===== src/rtl/rsa256_wrapper.sv =====
// Avalon-MM UART front end for a 256-bit RSA core: loads n, d, then ciphertext blocks, and returns plaintext bytes.
// Latency: one status poll plus one data read per received byte; one start pulse per block; one status poll plus one write per sent byte.
// Backpressure: every Avalon request is held stable while i_avm_waitrequest is high. Macro RSA_WRAPPER_FULL_OUTPUT_EN selects 32 instead of 31 sent bytes.
module rsa256_wrapper (
    input  logic         i_clk,
    input  logic         i_rst_n,
    output logic [4:0]   o_avm_address,
    output logic         o_avm_read,
    input  logic [31:0]  i_avm_readdata,
    output logic         o_avm_write,
    output logic [31:0]  o_avm_writedata,
    input  logic         i_avm_waitrequest,
    output logic         o_rsa_start,
    output logic [255:0] o_rsa_a,
    output logic [255:0] o_rsa_d,
    output logic [255:0] o_rsa_n,
    input  logic [255:0] i_rsa_a_pow_d,
    input  logic         i_rsa_finished
);

    localparam logic [4:0] RX_BASE = 5'd0;
    localparam logic [4:0] TX_BASE = 5'd4;
    localparam logic [4:0] STATUS  = 5'd8;
    localparam int RX_READY_BIT = 7;
    localparam int TX_READY_BIT = 6;
`ifdef RSA_WRAPPER_FULL_OUTPUT_EN
    localparam logic [5:0] TX_LAST = 6'd31;
    localparam int         TX_MSB  = 255;
`else
    localparam logic [5:0] TX_LAST = 6'd30;
    localparam int         TX_MSB  = 247;
`endif

    typedef enum logic [2:0] {
        S_QUERY_RX, S_READ, S_START, S_CALC, S_QUERY_TX, S_WRITE
    } state_t;
    typedef enum logic [1:0] {KEY_N, KEY_D, DATA} phase_t;

    state_t         state_q;
    phase_t         phase_q;
    logic [5:0]     cnt_q;
    logic [4:0]     addr_q;
    logic           read_q;
    logic           write_q;
    logic [31:0]    wdata_q;
    logic           start_q;
    logic [255:0]   n_q, d_q, a_q, out_q;

    logic           rd_done;
    logic           wr_done;
    logic [7:0]     rx_byte;
    logic           unused_readdata;

    assign rd_done = read_q && !i_avm_waitrequest;
    assign wr_done = write_q && !i_avm_waitrequest;
    assign rx_byte = i_avm_readdata[7:0];
    assign unused_readdata = ^i_avm_readdata[31:8];

    always_ff @(posedge i_clk or negedge i_rst_n) begin
        if (!i_rst_n) begin
            state_q <= S_QUERY_RX;
            phase_q <= KEY_N;
            cnt_q   <= 6'd0;
            addr_q  <= STATUS;
            read_q  <= 1'b0;
            write_q <= 1'b0;
            wdata_q <= 32'd0;
            start_q <= 1'b0;
            n_q     <= 256'd0;
            d_q     <= 256'd0;
            a_q     <= 256'd0;
            out_q   <= 256'd0;
        end else begin
            start_q <= 1'b0;
            case (state_q)
                S_QUERY_RX: begin
                    // A not-ready poll drops read for one cycle before the next poll.
                    if (!read_q) begin
                        read_q <= 1'b1;
                    end else if (rd_done) begin
                        read_q <= 1'b0;
                        if (i_avm_readdata[RX_READY_BIT]) begin
                            state_q <= S_READ;
                            addr_q  <= RX_BASE;
                        end
                    end
                end
                S_READ: begin
                    if (!read_q) begin
                        read_q <= 1'b1;
                    end else if (rd_done) begin
                        read_q <= 1'b0;
                        addr_q <= STATUS;
                        case (phase_q)
                            KEY_N:   n_q <= {n_q[247:0], rx_byte};
                            KEY_D:   d_q <= {d_q[247:0], rx_byte};
                            default: a_q <= {a_q[247:0], rx_byte};
                        endcase
                        if (cnt_q == 6'd31) begin
                            cnt_q   <= 6'd0;
                            state_q <= (phase_q == DATA) ? S_START : S_QUERY_RX;
                            if (phase_q == KEY_N)      phase_q <= KEY_D;
                            else if (phase_q == KEY_D) phase_q <= DATA;
                        end else begin
                            cnt_q   <= cnt_q + 6'd1;
                            state_q <= S_QUERY_RX;
                        end
                    end
                end
                S_START: begin
                    start_q <= 1'b1;
                    state_q <= S_CALC;
                end
                S_CALC: begin
                    if (i_rsa_finished) begin
                        out_q   <= i_rsa_a_pow_d;
                        state_q <= S_QUERY_TX;
                    end
                end
                S_QUERY_TX: begin
                    if (!read_q) begin
                        read_q <= 1'b1;
                    end else if (rd_done) begin
                        read_q <= 1'b0;
                        if (i_avm_readdata[TX_READY_BIT]) begin
                            state_q <= S_WRITE;
                            addr_q  <= TX_BASE;
                        end
                    end
                end
                S_WRITE: begin
                    if (!write_q) begin
                        write_q <= 1'b1;
                        wdata_q <= {24'd0, out_q[TX_MSB -: 8]};
                    end else if (wr_done) begin
                        write_q <= 1'b0;
                        addr_q  <= STATUS;
                        out_q   <= out_q << 8;
                        if (cnt_q == TX_LAST) begin
                            // Keys stay loaded; only a new ciphertext follows.
                            cnt_q   <= 6'd0;
                            state_q <= S_QUERY_RX;
                        end else begin
                            cnt_q   <= cnt_q + 6'd1;
                            state_q <= S_QUERY_TX;
                        end
                    end
                end
                default: state_q <= S_QUERY_RX;
            endcase
        end
    end

    assign o_avm_address   = addr_q;
    assign o_avm_read      = read_q;
    assign o_avm_write     = write_q;
    assign o_avm_writedata = wdata_q;
    assign o_rsa_start     = start_q;
    assign o_rsa_a         = a_q;
    assign o_rsa_d         = d_q;
    assign o_rsa_n         = n_q;

endmodule


===== config.mk =====
export PLATFORM = sky130hd
export DESIGN_NAME = rsa256_wrapper
export DESIGN_NICKNAME = d
export VERILOG_FILES = /design/src/rtl/rsa256_wrapper.sv
export SDC_FILE = /design/constraint.sdc
export NUM_CORES = 1
export LEC_CHECK = 0
export BUFFER_PORTS_ARGS = -buffer_cell sky130_fd_sc_hd__buf_2
export CORE_AREA = 2 2 422 424
export CTS_BUF_LIST = sky130_fd_sc_hd__clkbuf_4
export CTS_CLUSTER_DIAMETER = 200
export DETAILED_ROUTE_END_ITERATION = 7
export DIE_AREA = 0 0 424 426
export GPL_TIMING_DRIVEN = 0
export SLEW_MARGIN = 20
export SYNTH_ARGS = -nofsm -noshare
export SYNTH_HDL_FRONTEND = slang
export SYNTH_SLANG_ARGS = --single-unit

===== constraint.sdc =====
create_clock -name i_clk -period 3.02 [get_ports i_clk]
set_clock_uncertainty 0.1 [all_clocks]
set_input_delay 0.453 -clock i_clk [delete_from_list [all_inputs] [get_ports i_clk]]
set_output_delay 0.453 -clock i_clk [all_outputs]
set_load 0.02 [all_outputs]

==> impl.org, run 1 <==
** STA
- Setup violations remaining at the end of the flow were counted as 0.
- Worst Max-Slew Pin Slew :: 0.764 ns
- Derived from the worst setup path, the maximum achievable clock frequency is 360 MHz.
- Setup slack on the critical path of the routed design comes to 0.242 ns.
- The number of pins with negative max-slew slack in the final report is 0.
- In this run the tightest slew margin relative to its limit is 49.1%.
- Worst hold slack :: 0.206 ns
- The final hold violation count came to 0.
- Unrepaired setup endpoints after global routing :: false
- Final period demand of the worst path :: 2.78 ns
- Final worst path period share :: 92.0%

** Worst setup path
- FF-to-FF Start :: state_q[1]
- In this run the critical register-to-register path is captured at o_rsa_a[228].
- CP endpoint kind :: output pin
- Among all stages on the critical path, the largest delay is contributed by sky130_fd_sc_hd__dfrtp_1.
- Setup slack on the worst reg-to-reg path comes out at 0.32 ns.
- Register-to-Register Path Depth :: 7
- Worst setup path category :: flip-flop to output pin
- For the worst setup path, the data arrival time is 2.22 ns.
- Critical path launch point type :: flip-flop
- Buffering stage count on the worst path with inverters included :: 1
- For this run, the slowest stage of the critical path takes 0.60 ns.
- The critical path starts at o_rsa_n[5].
- Largest fanout of any net on the critical path :: 3
- Cells along the critical path :: buf_2
- At the worst endpoint, the required time is 2.47 ns.
- Grouping stages by cell kind, the critical path spends the most delay in flip-flops.

** Placed design
- Estimated wirelength of the detail-placed design :: 120000 µm
- Before CTS, the worst setup slack after placement is -0.354 ns.
- Routability Congestion :: 0.894
- After detailed placement, the design holds a cell count of 6258.
- In this run the tool buffered the top-level ports with 1040 buffer cells.

** Synth
- Netlist area before placement :: 41200 µm²
- By area, the combinational part of the netlist is dominated by multiplexers.
- Among all flip-flop cells after synthesis, the most frequent one is sky130_fd_sc_hd__dfrtp_1.
- Number of enable-type register cells in the synthesized netlist :: 0
- After synthesis, flip-flops and latches occupy 63.1% of the total area.
- Number of cells produced by synthesis :: 2843
- XOR/XNOR Fraction of Synth Area :: 0.0212%
- In this run, synthesis produced a sequential element count of 1040.
- Adder-Cell Fraction of Synth Area :: 0.0607%
- Averaged over all synthesized cells, the footprint is 14.5 µm².
- Yosys printed 0 warnings.
- The synthesized netlist devotes 3.05% of its cell area to simple gates.
- Summing the areas of all compound-gate instances in the mapped netlist gives 3.44% of the synthesized area.
- The synthesized netlist contains 45 unique library cells.
- Multiplexer area fraction after synthesis :: 27.1%
- Ys async rst share :: 100%

** Die
- Die footprint :: 181000 µm²
- The die is 426 µm tall.
- The initialized floorplan defines 154 standard-cell rows.
- 1100 I/O pins were placed.
- The floorplan step defined a core boundary enclosing 176000 µm².
- Once the floorplan was initialized, standard cells occupied 23.5% of the core.
- From left edge to right edge, the die measures 424 µm.

** GRT
- Largest net degree at the start of global routing :: 134
- Wire length of the first global-routing pass :: 232000 µm
- Global routing finished with a remaining overflow of 0.
- Total Routing Usage GR :: 17.4%
- Via count of the first global-routing pass :: 33900
- The number of antenna violations at the first check in global routing is 18.

** Detailed routing
- The routed layout has 32400 vias.
- Drt drc :: 0
- The routed design has 162000 µm of wire.
- Via-per-instance ratio :: 4.44
- Starting DRT DRC Count :: 1888
- In this run the remaining antenna-violating nets after routing total 0.
- The first TritonRoute pass finished after 5 iterations.
- Drt wl/cell :: 22.2 µm

** Clocking
- Clock latency on the worst-skew pair :: 1.35 ns
- The clock passes through at most 4 buffers.
- Number of clock sinks :: 1040
- TritonCTS built the clock tree.
- CTS root buffer :: sky130_fd_sc_hd__clkbuf_4
- H-tree Lvls :: 5
- Number of CTS-inserted buffers :: 305
- Clock-pin slew was measured on the worst setup and hold paths at 0.06 ns.

** Hold path
- The min-delay analysis places its worst path in the category input pin to asynchronous set/reset pin.

** Run
- The tool flagged a number of max-cap violations equal to 0.

** Power
- Largest voltage drop on the vdd net :: 0.360 mV
- In this run the power density over the cells is 534 nW/µm².
- For this design the static power due to leakage is 31.0 nW.

** Finish
- Total number of nets in the final design :: 5057
- Of the cells placed in the final design, the portion with a size suffix greater than 1 is 45.7%.
- Signed area change from the synthesized netlist to the final layout :: 42.4%
- Leaving out filler cells and counting taps, the final layout contains 7295.

** Status
- The run finished with clean final reports.
cells in the final DEF (no fill, tap or decap), types with 4 or more instances in the layout:
master	instances
sky130_fd_sc_hd__nor2_1	6
sky130_fd_sc_hd__mux2i_1	243
sky130_fd_sc_hd__o21ai_0	197
sky130_fd_sc_hd__buf_2	1132
sky130_fd_sc_hd__buf_4	39
sky130_fd_sc_hd__clkbuf_4	442
sky130_fd_sc_hd__clkbuf_1	26
sky130_fd_sc_hd__dlygate4sd3_1	536
sky130_fd_sc_hd__nand2_1	270
sky130_fd_sc_hd__conb_1	27
sky130_fd_sc_hd__a21oi_1	4
sky130_fd_sc_hd__mux2_1	200
sky130_fd_sc_hd__buf_16	10
sky130_fd_sc_hd__buf_6	39
sky130_fd_sc_hd__nor3_1	4
sky130_fd_sc_hd__diode_2	19
sky130_fd_sc_hd__clkinv_1	31
sky130_fd_sc_hd__mux2_2	577
sky130_fd_sc_hd__dfrtp_1	1039
sky130_fd_sc_hd__inv_1	4
sky130_fd_sc_hd__o21ai_1	57
logic make-up (layout without fill, tap and decap cells):
group,count (synthesis),in the layout
compound gates,273,273
fa+ha+maj,2,2
flops,1040,1040
mux,1020,1020
simple gates,305,305
xor+xnor,1,1
other cells,1,46
buf+inv,201,2268
through the flow:
step	power, W	instance area [µm²]	util [%]	TNS, ns
final	0.0313	58700	33.4	0
after global routing	0.0329	58700	33.4	0
after CTS	0.0318	58600	33.4	0
after detailed placement	0.0182	49700	28.3	-52.10
after global placement	0.0181	49500	28.1	-
after floorplan	0.0164	41300	-	0
power by group:
part           switching (W)  internal, W
logic                0.00205      0.00142
clock network        0.00609      0.00677
registers           0.000576       0.0144
total                0.00872       0.0226
synthesized netlist by cell type, types with 6 or more instances:
cell type / n / area [µm²]
sky130_fd_sc_hd__nand2_1: 270 / 1010
sky130_fd_sc_hd__buf_4: 37 / 278
sky130_fd_sc_hd__mux2_2: 577 / 6500
sky130_fd_sc_hd__mux2i_1: 243 / 2430
sky130_fd_sc_hd__mux2_1: 200 / 2250
sky130_fd_sc_hd__o21ai_1: 57 / 285
sky130_fd_sc_hd__nor2_1: 6 / 22.5
sky130_fd_sc_hd__clkbuf_1: 27 / 101
sky130_fd_sc_hd__buf_2: 94 / 470
sky130_fd_sc_hd__buf_6: 39 / 439
sky130_fd_sc_hd__o21ai_0: 197 / 986
sky130_fd_sc_hd__dfrtp_1: 1039 / 26000
layer usage:
metal / vias up / share of wire [%] / track usage [%]
met1: 16300 / 39 / 20.6
li1: 14000 / - / -
met5: - / 0.0093 / 0
met3: 518 / 7.2 / 5.22
met4: 4 / 5.4 / 9.68
met2: 1515 / 48 / 28.2
timing repair:
item,CTS,global route
endpoints found under the hold margin,846,0
endpoints found under the setup margin,176,5
gates resized for setup,2,3
buffers inserted,0,1
pin swaps,0,1
cloned,0,0
hold buffers,537,0
area by class of cell:
type                    count  area [µm²]
fillers                 17600      117000
flip-flops and latches   1040       26000
multi-input cells        1628       14000
repair buffers           1587       10900
clock buffers             442        3320
well taps                2340        2930
plain buffers             197        1290
clock inverters            38         211
diodes                     19        47.5
inverters                   4        15.0
sequential cells by signal, summed over array words and instances (netlist names):
name / count
o_rsa_a: 256
o_rsa_d: 256
o_rsa_n: 256
out_q: 248
o_avm_writedata: 8
cnt_q: 6
state_q: 3
o_avm_address: 2
phase_q: 2
o_avm_read: 1
o_avm_write: 1
o_rsa_start: 1
worst max path at each step:
stage                         to  slack (ns)  cells after the start
finish                o_rsa_n[5]        0.24                      1
global route        o_rsa_a[228]        0.05                      7
CTS                 o_rsa_a[162]        0.03                      1
detailed placement  o_rsa_n[251]       -0.35                      8
global placement     o_rsa_a[58]      -21.76                      1
floorplan           o_rsa_n[100]        1.03                      7
(Power assumes the default switching activity.)
==> run 2, diff against run 1 <==
==> constraint.sdc (replaced) <==
create_clock -name i_clk -period 3.02 [get_ports i_clk]
set_clock_uncertainty 0.1 [all_clocks]
set_input_delay 0.604 -clock i_clk [delete_from_list [all_inputs] [get_ports i_clk]]
set_output_delay 0.604 -clock i_clk [all_outputs]
set_load 0.02 [all_outputs]
==> run 2 against run 1 <==
Against the previous run: sequential power hardly changed; power is 0.14% lower; clock-buffer cell count stayed put; worst hold slack worse by 0.070 ns; clock power hardly changed; die area stayed put; fmax is 2.3% lower; global-route usage hardly changed; register-to-register slack worse by 0.05 ns; routed wire length is 0.27% lower; sequential share of layout area is 0.52 points higher; critical path type unchanged; critical endpoint is now o_rsa_n[27]; largest power group unchanged.
==> impl.org, run 2 (synthesis gave the netlist of run 1 again) <==
** Status
- The flow ran to the end, and the final reports show no timing, DRC or antenna violations.

** Power
- PD cells :: 539 nW/µm²
- Largest voltage drop on the vdd net :: 0.358 mV
- Leak :: 30.6 nW

** STA
- Remaining max-slew budget at the tightest pin :: 49.6%
- The number of pins with negative max-slew slack in the final report was 0.
- Unrepaired setup endpoints after global routing :: false
- Upper clock frequency limit :: 352 MHz
- Subtracting the final worst setup slack from the clock period gives 2.84 ns.
- In the finished design, the share of the clock period the worst path needs comes to 94.1%.
- Worst Max-Slew Pin Slew :: 0.756 ns
- Final hold analysis gives a worst-case slack of 0.137 ns.
- Setup total negative slack on the finished layout was measured at 0 ns.
- Number of failing hold endpoints at the final stage :: 0
- Setup violations remaining at the end of the flow were counted as 0.

** Hold path
- Counting instances, the worst hold path has a depth of 4.
- Origin of the worst min-delay path :: i_rsa_a_pow_d[43]
- In this run the worst hold path is classified as input pin to flip-flop.
- Hold path endpoint :: out_q[43]

** Clocking
- In this run the post-CTS setup repair buffer count came out at 0.
- TritonCTS built the clock tree.
- The clock net in this run drives a total of 1040 sinks.
- The number of clock buffers added by TritonCTS is 305.
- Clock latency on the worst-skew pair :: 1.36 ns
- The H-tree was split into 5 levels.
- CTS root buffer :: sky130_fd_sc_hd__clkbuf_4
- In this run the deepest clock path goes through 4 buffers.
- Clock transition at the registers of the reported paths :: 0.06 ns

** Worst setup path
- Critical path launch point type :: flip-flop
- CP endpoint kind :: output pin
- The critical path goes through buf_2.
- For the worst setup path, the data required time is 2.32 ns.
- Buffering stage count on the worst path with inverters included :: 1
- The most critical setup path has its startpoint at o_rsa_n[27].
- Worst setup path category :: flip-flop to output pin
- Reg2reg end :: o_rsa_a[228]
- Cell family with most CP delay :: flip-flops
- For the worst flop-to-flop path, the logic depth is 7.
- Largest incremental delay on the critical path :: 0.55 ns
- FF-to-FF Start :: state_q[1]
- Worst-path cell with the longest stage delay :: sky130_fd_sc_hd__dfrtp_1
- Largest fanout of any net on the critical path :: 3
- Register-to-register path setup slack :: 0.27 ns
- Arrival time reported for the critical path endpoint :: 2.14 ns

** Die
- In this run the core area contains 154 standard-cell rows.
- Area of the core :: 176000 µm²
- Measured along the x axis, the die boundary spans 424 µm.
- For this design the top-level I/O count stands at 1100.
- Die footprint :: 181000 µm²
- From bottom edge to top edge, the die measures 426 µm.
- For this configuration, the core starts out at a cell density of 23.5%.

** Detailed routing
- Vias after detailed routing :: 32100
- In this run the remaining antenna-violating nets after routing total 0.
- Via-per-instance ratio :: 4.45
- For this block, the routed nets add up to 161000 µm of wire.
- The first TritonRoute pass finished after 6 iterations.
- Dividing the detail-routed wire length by the instance count gives 22.3 µm.
- Drt drc :: 0
- The detailed router finished its first iteration with 1924 violations.

** Placed design
- The wire-length estimate of the detail-placed layout is 120000 µm.
- Routability Congestion :: 0.894
- Once placement finished, the instance area stood at 49700 µm².
- Port buffer count :: 1040
- Count of placed standard cells including taps :: 6258

** Finish
- For this run, the share of the core covered by cells in the final layout is 33.0%.
- After routing the design area is 58100 µm².
- Most common cell after layout, fill and taps aside :: sky130_fd_sc_hd__buf_2
- In the layout the commonest cells are 1132 x sky130_fd_sc_hd__buf_2, 1029 x sky130_fd_sc_hd__dfrtp_1, 577 x sky130_fd_sc_hd__mux2_2.
- Total number of nets in the final design :: 4991
- Fin cells :: 7226
- The filler cells instantiated in the layout total 17700.
- Of the cells placed in the final design, the portion with a size suffix greater than 1 is 46.5%.
- Signed area change from the synthesized netlist to the final layout :: 40.8%

** GRT
- The number of antenna violations at the first check in global routing came to 18.
- After global routing the overflow that remains totals 0.
- Global routing consumed, over all layers together, 17.4% of the routing resources.
- The via count of the first global-routing pass was 33600.
- Wire length of the first global-routing pass :: 231000 µm
- Largest net degree at the start of global routing :: 134

** Run
- Max-cap violations in this run came to 0.
==> run 2: cell types whose count changed in the layout (fill, tap and decap cells not counted), sizes merged <==
cell	previous run	this run
dlygate4sd3	536	471
diode	19	16
buf	1221	1220
==> run 2: report_power, final <==
| group | internal (W) | switching (W) | total [W] | leakage [nW] |
|---|---|---|---|---|
| combinational | 0.00138 | 0.00204 | 0.00342 | 14.1 |
| clock | 0.00678 | 0.00610 | 0.0129 | 2.13 |
| sequential | 0.0144 | 0.000578 | 0.0150 | 14.4 |
| total | 0.0226 | 0.00872 | 0.0313 | 30.6 |
==> run 2: repair_timing <==
item / in CTS / in global routing
pin swaps: 0 / 0
endpoints found under the setup margin: 186 / 4
resized for setup: 12 / 3
endpoints found under the hold margin: 703 / 0
hold buffers: 472 / 0
==> run 2: area by class of cell <==
| type | count | area [µm²] | share of cell area [%] |
|---|---|---|---|
| sequential | 1040 | 26000 | 44.9 |
| clock buffer | 442 | 3320 | 5.72 |
| tap | 2340 | 2930 | 5.04 |
| inverter | 4 | 15.0 | 0.0259 |
| timing repair buffer | 1521 | 10200 | 17.6 |
| antenna | 16 | 40.0 | 0.0690 |
| clock inverter | 38 | 211 | 0.364 |
| multi-input combinational | 1628 | 14000 | 24.1 |
| buffer | 197 | 1290 | 2.23 |
==> run 2: how the worst max path moves through the flow <==
stage	endpoint	depth (start not counted)
after floorplan	o_rsa_n[100]	7
after global placement	o_rsa_a[58]	1
after detailed placement	o_rsa_n[251]	8
after CTS	o_rsa_n[27]	1
after global routing	o_rsa_a[228]	7
final	o_rsa_n[27]	1
==> run 2: layer usage <==
| layer | wire [µm] | vias up | track usage (%) |
|---|---|---|---|
| met5 | 27 | - | 0 |
| met2 | 77600 | 1504 | 28.1 |
| met4 | 8470 | 6 | 9.58 |
| met1 | 63400 | 16300 | 20.5 |
| met3 | 11700 | 501 | 5.45 |
| li1 | - | 13800 | - |
==> run 2: stage by stage <==
step	power [W]	setup WS (ns)
3_3_place_gp	0.0181	-21.91
6_report	0.0313	0.177
4_1_cts	0.0318	0.00900
5_1_grt	0.0329	0.0523
2_1_floorplan	0.0164	0.916
3_5_place_dp	0.0182	-0.505
